**src/rtl/wb_arbiter_scoreboard.sv**
```systemverilog
`default_nettype none
// ============================================================================
// Module      : wb_arbiter_scoreboard
// Description : Round-robin writeback arbiter (ALU / LSU) onto the register
//               bank write port, with a per-register RAW busy scoreboard.
// Revision    : 1.0 - initial release
// ============================================================================
module wb_arbiter_scoreboard #(
  parameter int unsigned DATA_W = 32,
  parameter int unsigned ADDR_W = 5
) (
  input  logic              clock,
  input  logic              reset,
  input  logic              alu_valid,
  output logic              alu_ready,
  input  logic [ADDR_W-1:0] alu_rd,
  input  logic [DATA_W-1:0] alu_data,
  input  logic              lsu_valid,
  output logic              lsu_ready,
  input  logic [ADDR_W-1:0] lsu_rd,
  input  logic [DATA_W-1:0] lsu_data,
  input  logic              issue_valid,
  input  logic [ADDR_W-1:0] issue_rd,
  input  logic              flush,
  input  logic [ADDR_W-1:0] rs1_addr,
  input  logic [ADDR_W-1:0] rs2_addr,
  output logic              rs1_busy,
  output logic              rs2_busy,
  output logic              wb_we,
  output logic [ADDR_W-1:0] wb_addr,
  output logic [DATA_W-1:0] wb_data
);

  localparam int unsigned c_NUM_REGS = 2 ** ADDR_W;

  typedef enum logic [0:0] {
    GRANT_ALU = 1'b0,
    GRANT_LSU = 1'b1
  } grant_t;

  grant_t              r_last_grant;
  grant_t              w_next_grant;
  logic                w_alu_ready;
  logic                w_lsu_ready;
  logic                w_alu_xfer;
  logic                w_lsu_xfer;
  logic                r_wb_we;
  logic [ADDR_W-1:0]   r_wb_addr;
  logic [DATA_W-1:0]   r_wb_data;
  logic [c_NUM_REGS-1:0] r_busy;
  logic [c_NUM_REGS-1:0] w_busy_next;

  // Readiness depends only on the other requester, never on the own valid.
  assign w_alu_ready = !lsu_valid || (r_last_grant == GRANT_LSU);
  assign w_lsu_ready = !alu_valid || (r_last_grant == GRANT_ALU);
  assign w_alu_xfer  = alu_valid && w_alu_ready;
  assign w_lsu_xfer  = lsu_valid && w_lsu_ready;

  always_ff @(posedge clock or negedge reset) begin
    if (!reset) begin
      r_last_grant <= GRANT_LSU;
    end else begin
      r_last_grant <= w_next_grant;
    end
  end

  always_comb begin
    w_next_grant = r_last_grant;
    if (w_alu_xfer) begin
      w_next_grant = GRANT_ALU;
    end else if (w_lsu_xfer) begin
      w_next_grant = GRANT_LSU;
    end
  end

  always_ff @(posedge clock or negedge reset) begin
    if (!reset) begin
      r_wb_we   <= 1'b0;
      r_wb_addr <= '0;
      r_wb_data <= '0;
    end else if (w_alu_xfer) begin
      r_wb_we   <= (alu_rd != '0);
      r_wb_addr <= alu_rd;
      r_wb_data <= alu_data;
    end else if (w_lsu_xfer) begin
      r_wb_we   <= (lsu_rd != '0);
      r_wb_addr <= lsu_rd;
      r_wb_data <= lsu_data;
    end else begin
      r_wb_we   <= 1'b0;
    end
  end

  // Priority low to high: clear on commit, set on issue, flush, x0 pinned.
  always_comb begin
    w_busy_next = r_busy;
    if (r_wb_we) begin
      w_busy_next[r_wb_addr] = 1'b0;
    end
    if (issue_valid) begin
      w_busy_next[issue_rd] = 1'b1;
    end
    if (flush) begin
      w_busy_next = '0;
    end
    w_busy_next[0] = 1'b0;
  end

  always_ff @(posedge clock or negedge reset) begin
    if (!reset) begin
      r_busy <= '0;
    end else begin
      r_busy <= w_busy_next;
    end
  end

  assign alu_ready = w_alu_ready;
  assign lsu_ready = w_lsu_ready;
  assign rs1_busy  = r_busy[rs1_addr];
  assign rs2_busy  = r_busy[rs2_addr];
  assign wb_we     = r_wb_we;
  assign wb_addr   = r_wb_addr;
  assign wb_data   = r_wb_data;

endmodule
`default_nettype wire

```
**config.mk**
```make
export PLATFORM = sky130hd
export DESIGN_NAME = wb_arbiter_scoreboard
export DESIGN_NICKNAME = d
export VERILOG_FILES = /design/src/rtl/wb_arbiter_scoreboard.sv
export SDC_FILE = /design/constraint.sdc
export NUM_CORES = 1
export LEC_CHECK = 0
export CAP_MARGIN = 20
export CORE_MARGIN = 2
export CORE_UTILIZATION = 33
export DETAILED_ROUTE_END_ITERATION = 6
export PLACE_DENSITY = 0.62
export SLEW_MARGIN = 15
export SYNTH_ARGS = -nofsm -noshare
export SYNTH_HDL_FRONTEND = slang
export SYNTH_SLANG_ARGS = --single-unit
```
**constraint.sdc**
```tcl
create_clock -name clock -period 1.9 [get_ports clock]
set_input_delay 0.475 -clock clock [delete_from_list [all_inputs] [get_ports clock]]
set_output_delay 0.475 -clock clock [all_outputs]
set_load 0.01 [all_outputs]
```
==> out/results.txt, run 1 <==
Post-Syn Area: 3860 um^2
Starting Density: 33.8%
Final hold vios: 0
CORE AREA: 11400 um^2
Capture point of the worst reg-to-reg path: wb_data[10]
Yosys warning count: 0
Place WS: -1.05 ns
IO buf count: 136
Final Core Density: 51.4%
Required time of the critical path: 1.42 ns
Setup crit start kind: flop
Period minus WS final: 2.16 ns
CTS tree: built
Gr ovfl total: 0
Mapped Nets: 504
Global-route wire length before repair: 18.6 mm
DR iter-0 viols: 176
Final WS setup: -0.262 ns
Worst Max-Slew Pin Slew: 0.408 ns
Hold buffer count at CTS: 0
Clock Tree Root: clkbuf_16
Drt total wl: 11.3 mm
Flop-to-flop setup slack: 0.45 ns
Clock tree buffer depth: 2
Max-cap violations: 0
Vias per inst: 5.14
Maximum VDD drop: 0.000361 V
Final Skew: 0.00583 ns
Total CTS buffers: 9
TritonRoute pass-1 iters: 5
Boundary Pins: 137
Clk Latency, worst-skew pair: 0.33 ns
DRC errors left: 0
Cells after synthesis: 409
DRT antenna net count: 0
Clock slew at reported path FFs: 0.05 ns
Worst Path Max Fanout: 3
Initial antenna violation count: 0
CP Capture Point: rs2_busy
Final period util: 114%
Layout cell share with drive strength beyond 1: 13.2%
CP arrival: 1.69 ns
Crit path capture type: output pin
Placer Congestion: 0.839
Final setup fails: 2
PwrDens: 727 nW/um^2
Post-DP Area: 5540 um^2
R2R depth: 6
Worst Hold Class: primary input to async pin
Met3 wire length: 1.01 mm
GRT Overall Usage: 18.4%
Distinct cells, synth: 36
Fraction of registers with async set/reset: 100%
Die ar.: 12600 um^2
Die Y: 112 um
Pleak: 2.51 nW
Yosys reg bits: 70
Top layer in use: met4
H-tree depth: 3
Area grow syn2layout: 52.2%
Commonest cells post-synth: a21oi_1 (71), dfrtp_1 (69), mux2i_1 (52)
Avg WL per Cell: 15.9 um
Pin count of the biggest net entering global routing: 69
Fmax: 463 MHz
TNS Setup: -0.510 ns
Vias in the first global route: 3791
Critical path startpoint: r_busy[23]
Critical path class: flop to output pin
Leading area contributor after synthesis: dfrtp_1
Vias: 3646
Failing checks: setup timing
Die X: 112 um
Power Total: 0.00427 W
Nets: 657
Fin. max-slew vios: 0
ANT cells: 0
Mean area per synthesized cell: 9.43 um^2
Run status: complete, but fails checks
Sequential fraction of the synthesis area: 45.4%
Largest cells by area after synthesis: dfrtp_1 (45%), mux2i_1 (13%), a21oi_1 (9.2%)
Design Area, Final: 5870 um^2
Count leader, synth: a21oi_1
Post-synth EDFFs: 0
Yosys top cell area share: 44.8%
Slew margin rel.: 72.8%
Reg-to-Reg Start: r_last_grant
Most used flip-flop cell after synthesis: dfrtp_1
RSZ-0062 raised after global routing: true
Metal-1 WL: 4.79 mm
Rows: 39
DR WL met2: 5.32 mm
Hpwl dp: 8.56 mm
Clk sinks: 70
==> final cells by class <==
type	instances	area [um^2]
clock buffer	12	267
inverter	2	7.51
tap	143	179
sequential	70	1750
multi-input combinational	311	1980
fill	1082	5550
clock inverter	4	20.0
timing repair buffer	168	1660
==> placed cells by master (no fill, tap or decap), types with 6 or more instances in the layout <==
master and instances:
o21ai_0 30, nand2_1 40, mux2i_1 52, nand3_1 10
clkbuf_16 9, dfrtp_1 69, dlygate4sd2_1 6, buf_12 7
nor2_1 51, buf_4 23, clkdlybuf4s50_1 125, a21oi_1 71
mux4_2 6
==> metal layers <==
metal | up-vias | global-route usage, %
met5 | - | 0
met4 | 0 | 6.42
met3 | 13 | 5.72
li1 | 1770 | -
met1 | 1705 | 23.1
met2 | 158 | 30.0
==> per-stage QoR <==
step	hold WS (ns)	cells
after floorplan	0.179	409
after CTS	0.0212	710
after global routing	0.0290	710
after detailed placement	0.369	692
final	0.0200	710
after global placement	0.371	692
==> cell families after synthesis <==
family / after synthesis / synth area share [%]
DFF: 70 / 45.4
and+or+nand+nor: 133 / 16.1
buffers and inverters: 28 / 4.35
muxes: 61 / 18.1
AOI/OAI and AO/OA: 117 / 16.1
==> worst min-delay path by stage <==
stage | from | endpoint | slack [ns]
after detailed placement | reset | wb_data[28] | 0.37
final | reset | wb_data[30] | 0.02
after CTS | reset | wb_data[30] | 0.02
after floorplan | reset | r_busy[10] | 0.18
after global routing | reset | wb_data[30] | 0.03
after global placement | reset | wb_data[28] | 0.37
==> critical path: stages, from the launching register on <==
cell and delay, ns:
dfrtp_1 0.40, mux4_2 0.48, nand2b_4 0.16, o2111ai_2 0.05
nand4_1 0.11, buf_2 0.15
==> timing repair <==
item | 4_1_cts | 5_1_grt
pin swaps | 3 | 5
cloned | 0 | 0
resized for setup | 25 | 3
setup buffers | 2 | 0
endpoints found under the setup margin | 4 | 2
==> power breakdown <==
group,internal (W),switching [W],total [W]
clock,0.000980,0.000598,0.00158
combinational,0.000565,0.000454,0.00102
sequential,0.00160,0.0000729,0.00167
==> state kept, by name, indices dropped and copies added (netlist names) <==
register and cells:
r_last_grant 1, wb_data 32, wb_addr 5, wb_we 1, r_busy 31
No activity file was read; power rests on OpenSTA's default activity.
==> inputs of run 2 (changes only) <==
- CORE_MARGIN: 2 -> unset
- GPL_ROUTABILITY_DRIVEN: unset -> 1
==> run 2 against run 1 <==
Against the previous run:
- the flow still finishes with violations (setup timing)
- worst setup slack improved by 0.013 ns
- worst hold slack improved by 0.16 ns
- die area fell by 3.5%
- sequential share of layout area barely moved
- design area barely moved
- cell count rose by 0.14%
- global-route usage rose by 1.9 points
- flip-flop and latch count did not move
- critical path depth did not move
- clock power fell by 7%
- wire length rose by 0.32%
- combinational power barely moved
- largest power group unchanged
- highest routed layer unchanged
==> out/results.txt, run 2 (synthesized netlist as in run 1, its figures left out) <==
CTS tree: built
Period minus WS final: 2.15 ns
Vias in the first global route: 3646
Layout cell share with drive strength beyond 1: 14.1%
Clk Latency, worst-skew pair: 0.33 ns
Final Core Density: 51.4%
Drt total wl: 11.3 mm
Final period util: 113%
Clock slew at reported path FFs: 0.05 ns
Total CTS buffers: 9
Fin. max-slew vios: 0
GRT Overall Usage: 20.2%
CP peak stage delay: 0.46 ns
Critical path class: flop to output pin
Design Area, Final: 5870 um^2
Vias per inst: 5.12
Top delay family on crit path: multiplexers
Top layer in use: met4
Commonest non-fill, non-tap cell in the layout: clkdlybuf4s50_1
Pleak: 2.51 nW
Clk sinks: 70
Hold buffer count at CTS: 0
Post-Place Cells: 694
PwrDens: 711 nW/um^2
Placer Congestion: 0.872
Gr ovfl total: 0
Global-route wire length before repair: 18.3 mm
Final WS setup: -0.248 ns
Maximum VDD drop: 0.000381 V
Max reg flops: 32
DRC errors left: 0
Starting Density: 33.8%
Met3 wire length: 996 um
Area grow syn2layout: 52.1%
H-tree depth: 3
Nets: 660
Required time of the critical path: 1.42 ns
Run status: complete, but fails checks
Rows: 39
Final Skew: 0.00443 ns
Worst Max-Slew Pin Slew: 0.496 ns
Vias: 3639
Worst Path Max Fanout: 3
CORE AREA: 11400 um^2
Critical path, cell by cell: mux4_2 -> nand2b_4 -> o2111ai_2 -> nand4_1 -> buf_2
IO buf count: 136
Failing checks: setup timing
Clock tree buffer depth: 2
Clock Tree Root: clkbuf_16
Slew margin rel.: 66.9%
Metal-1 WL: 4.78 mm
RSZ-0062 raised after global routing: true
Critical path's slowest cell: mux4_2
Crit path capture type: output pin
Die X: 110 um
Worst Hold Class: primary input to async pin
Die ar.: 12100 um^2
Final setup fails: 2
Boundary Pins: 137
DR iter-0 viols: 157
Worst path bufs/invs: 1
DR WL met2: 5.41 mm
Fin cells: 711
Hpwl dp: 8.58 mm
TritonRoute pass-1 iters: 4
ANT cells: 0
Final hold vios: 0
Post-DP Area: 5540 um^2
Die Y: 110 um
DRT antenna net count: 0
Setup crit start kind: flop
Fmax: 465 MHz
Initial antenna violation count: 0
Final hold slack: 0.177 ns
Max-cap violations: 0
CP arrival: 1.67 ns
Commonest cells after routing, fill and taps aside: clkdlybuf4s50_1 (124), a21oi_1 (71), dfrtp_1 (68), nor2_1 (51), mux2i_1 (49)
Avg WL per Cell: 15.9 um
Pin count of the biggest net entering global routing: 69
[run 2: cell type report]
type | instances | area, um^2
multi-input combinational | 311 | 2000
fill | 1058 | 5550
sequential | 70 | 1750
inverter | 2 | 7.51
timing repair buffer | 171 | 1670
clock inverter | 2 | 10.0
tap | 143 | 179
clock buffer | 12 | 246
[run 2: path summary, 6_finish.rpt]
check	cells after the start	slack (ns)	startpoint	to
setup / recovery	5	-0.25	r_busy[20]	rs2_busy
hold / removal	2	0.18	reset	wb_data[27]
setup reg to reg	4	0.41	wb_addr[4]	r_busy[11]
hold reg to reg	2	0.52	wb_data[25]	wb_data[25]
max in group asynchronous	2	1.33	reset	wb_addr[2]
min in group clock	2	0.52	wb_data[25]	wb_data[25]
[run 2: layer usage]
layer	global-route usage, %	vias to the layer above
li1	-	1768
met1	25.5	1721
met2	32.8	140
met3	7.17	10
met4	5.55	0
met5	0	-
[run 2: power breakdown]
group | total (W) | switching [W] | internal [W] | leakage [nW]
clock | 0.00147 | 0.000575 | 0.000899 | 0.128
sequential | 0.00167 | 0.0000728 | 0.00160 | 0.873
combinational | 0.00102 | 0.000452 | 0.000570 | 1.50
[run 2: per-stage QoR]
step                 TNS, ns  power [W]  setup WS, ns
floorplan           -0.00653    0.00211      -0.00327
global placement       -2.51    0.00271         -1.02
detailed placement     -3.03    0.00272         -1.05
CTS                   -0.521    0.00421        -0.260
global route          -0.625    0.00437        -0.321
finish                -0.486    0.00417        -0.248
[run 2: repair_timing]
action,CTS,global route
resized for setup,30,7
cloned,1,0
endpoints found under the setup margin,5,3
pin swaps,5,2
buffers inserted,0,2
[run 2: worst register-to-register path, stage by stage, from the launching register on]
cell	delay (ns)
dfrtp_1	0.40
buf_4	0.18
or3b_2	0.51
o21ai_0	0.18
a21oi_1	0.09
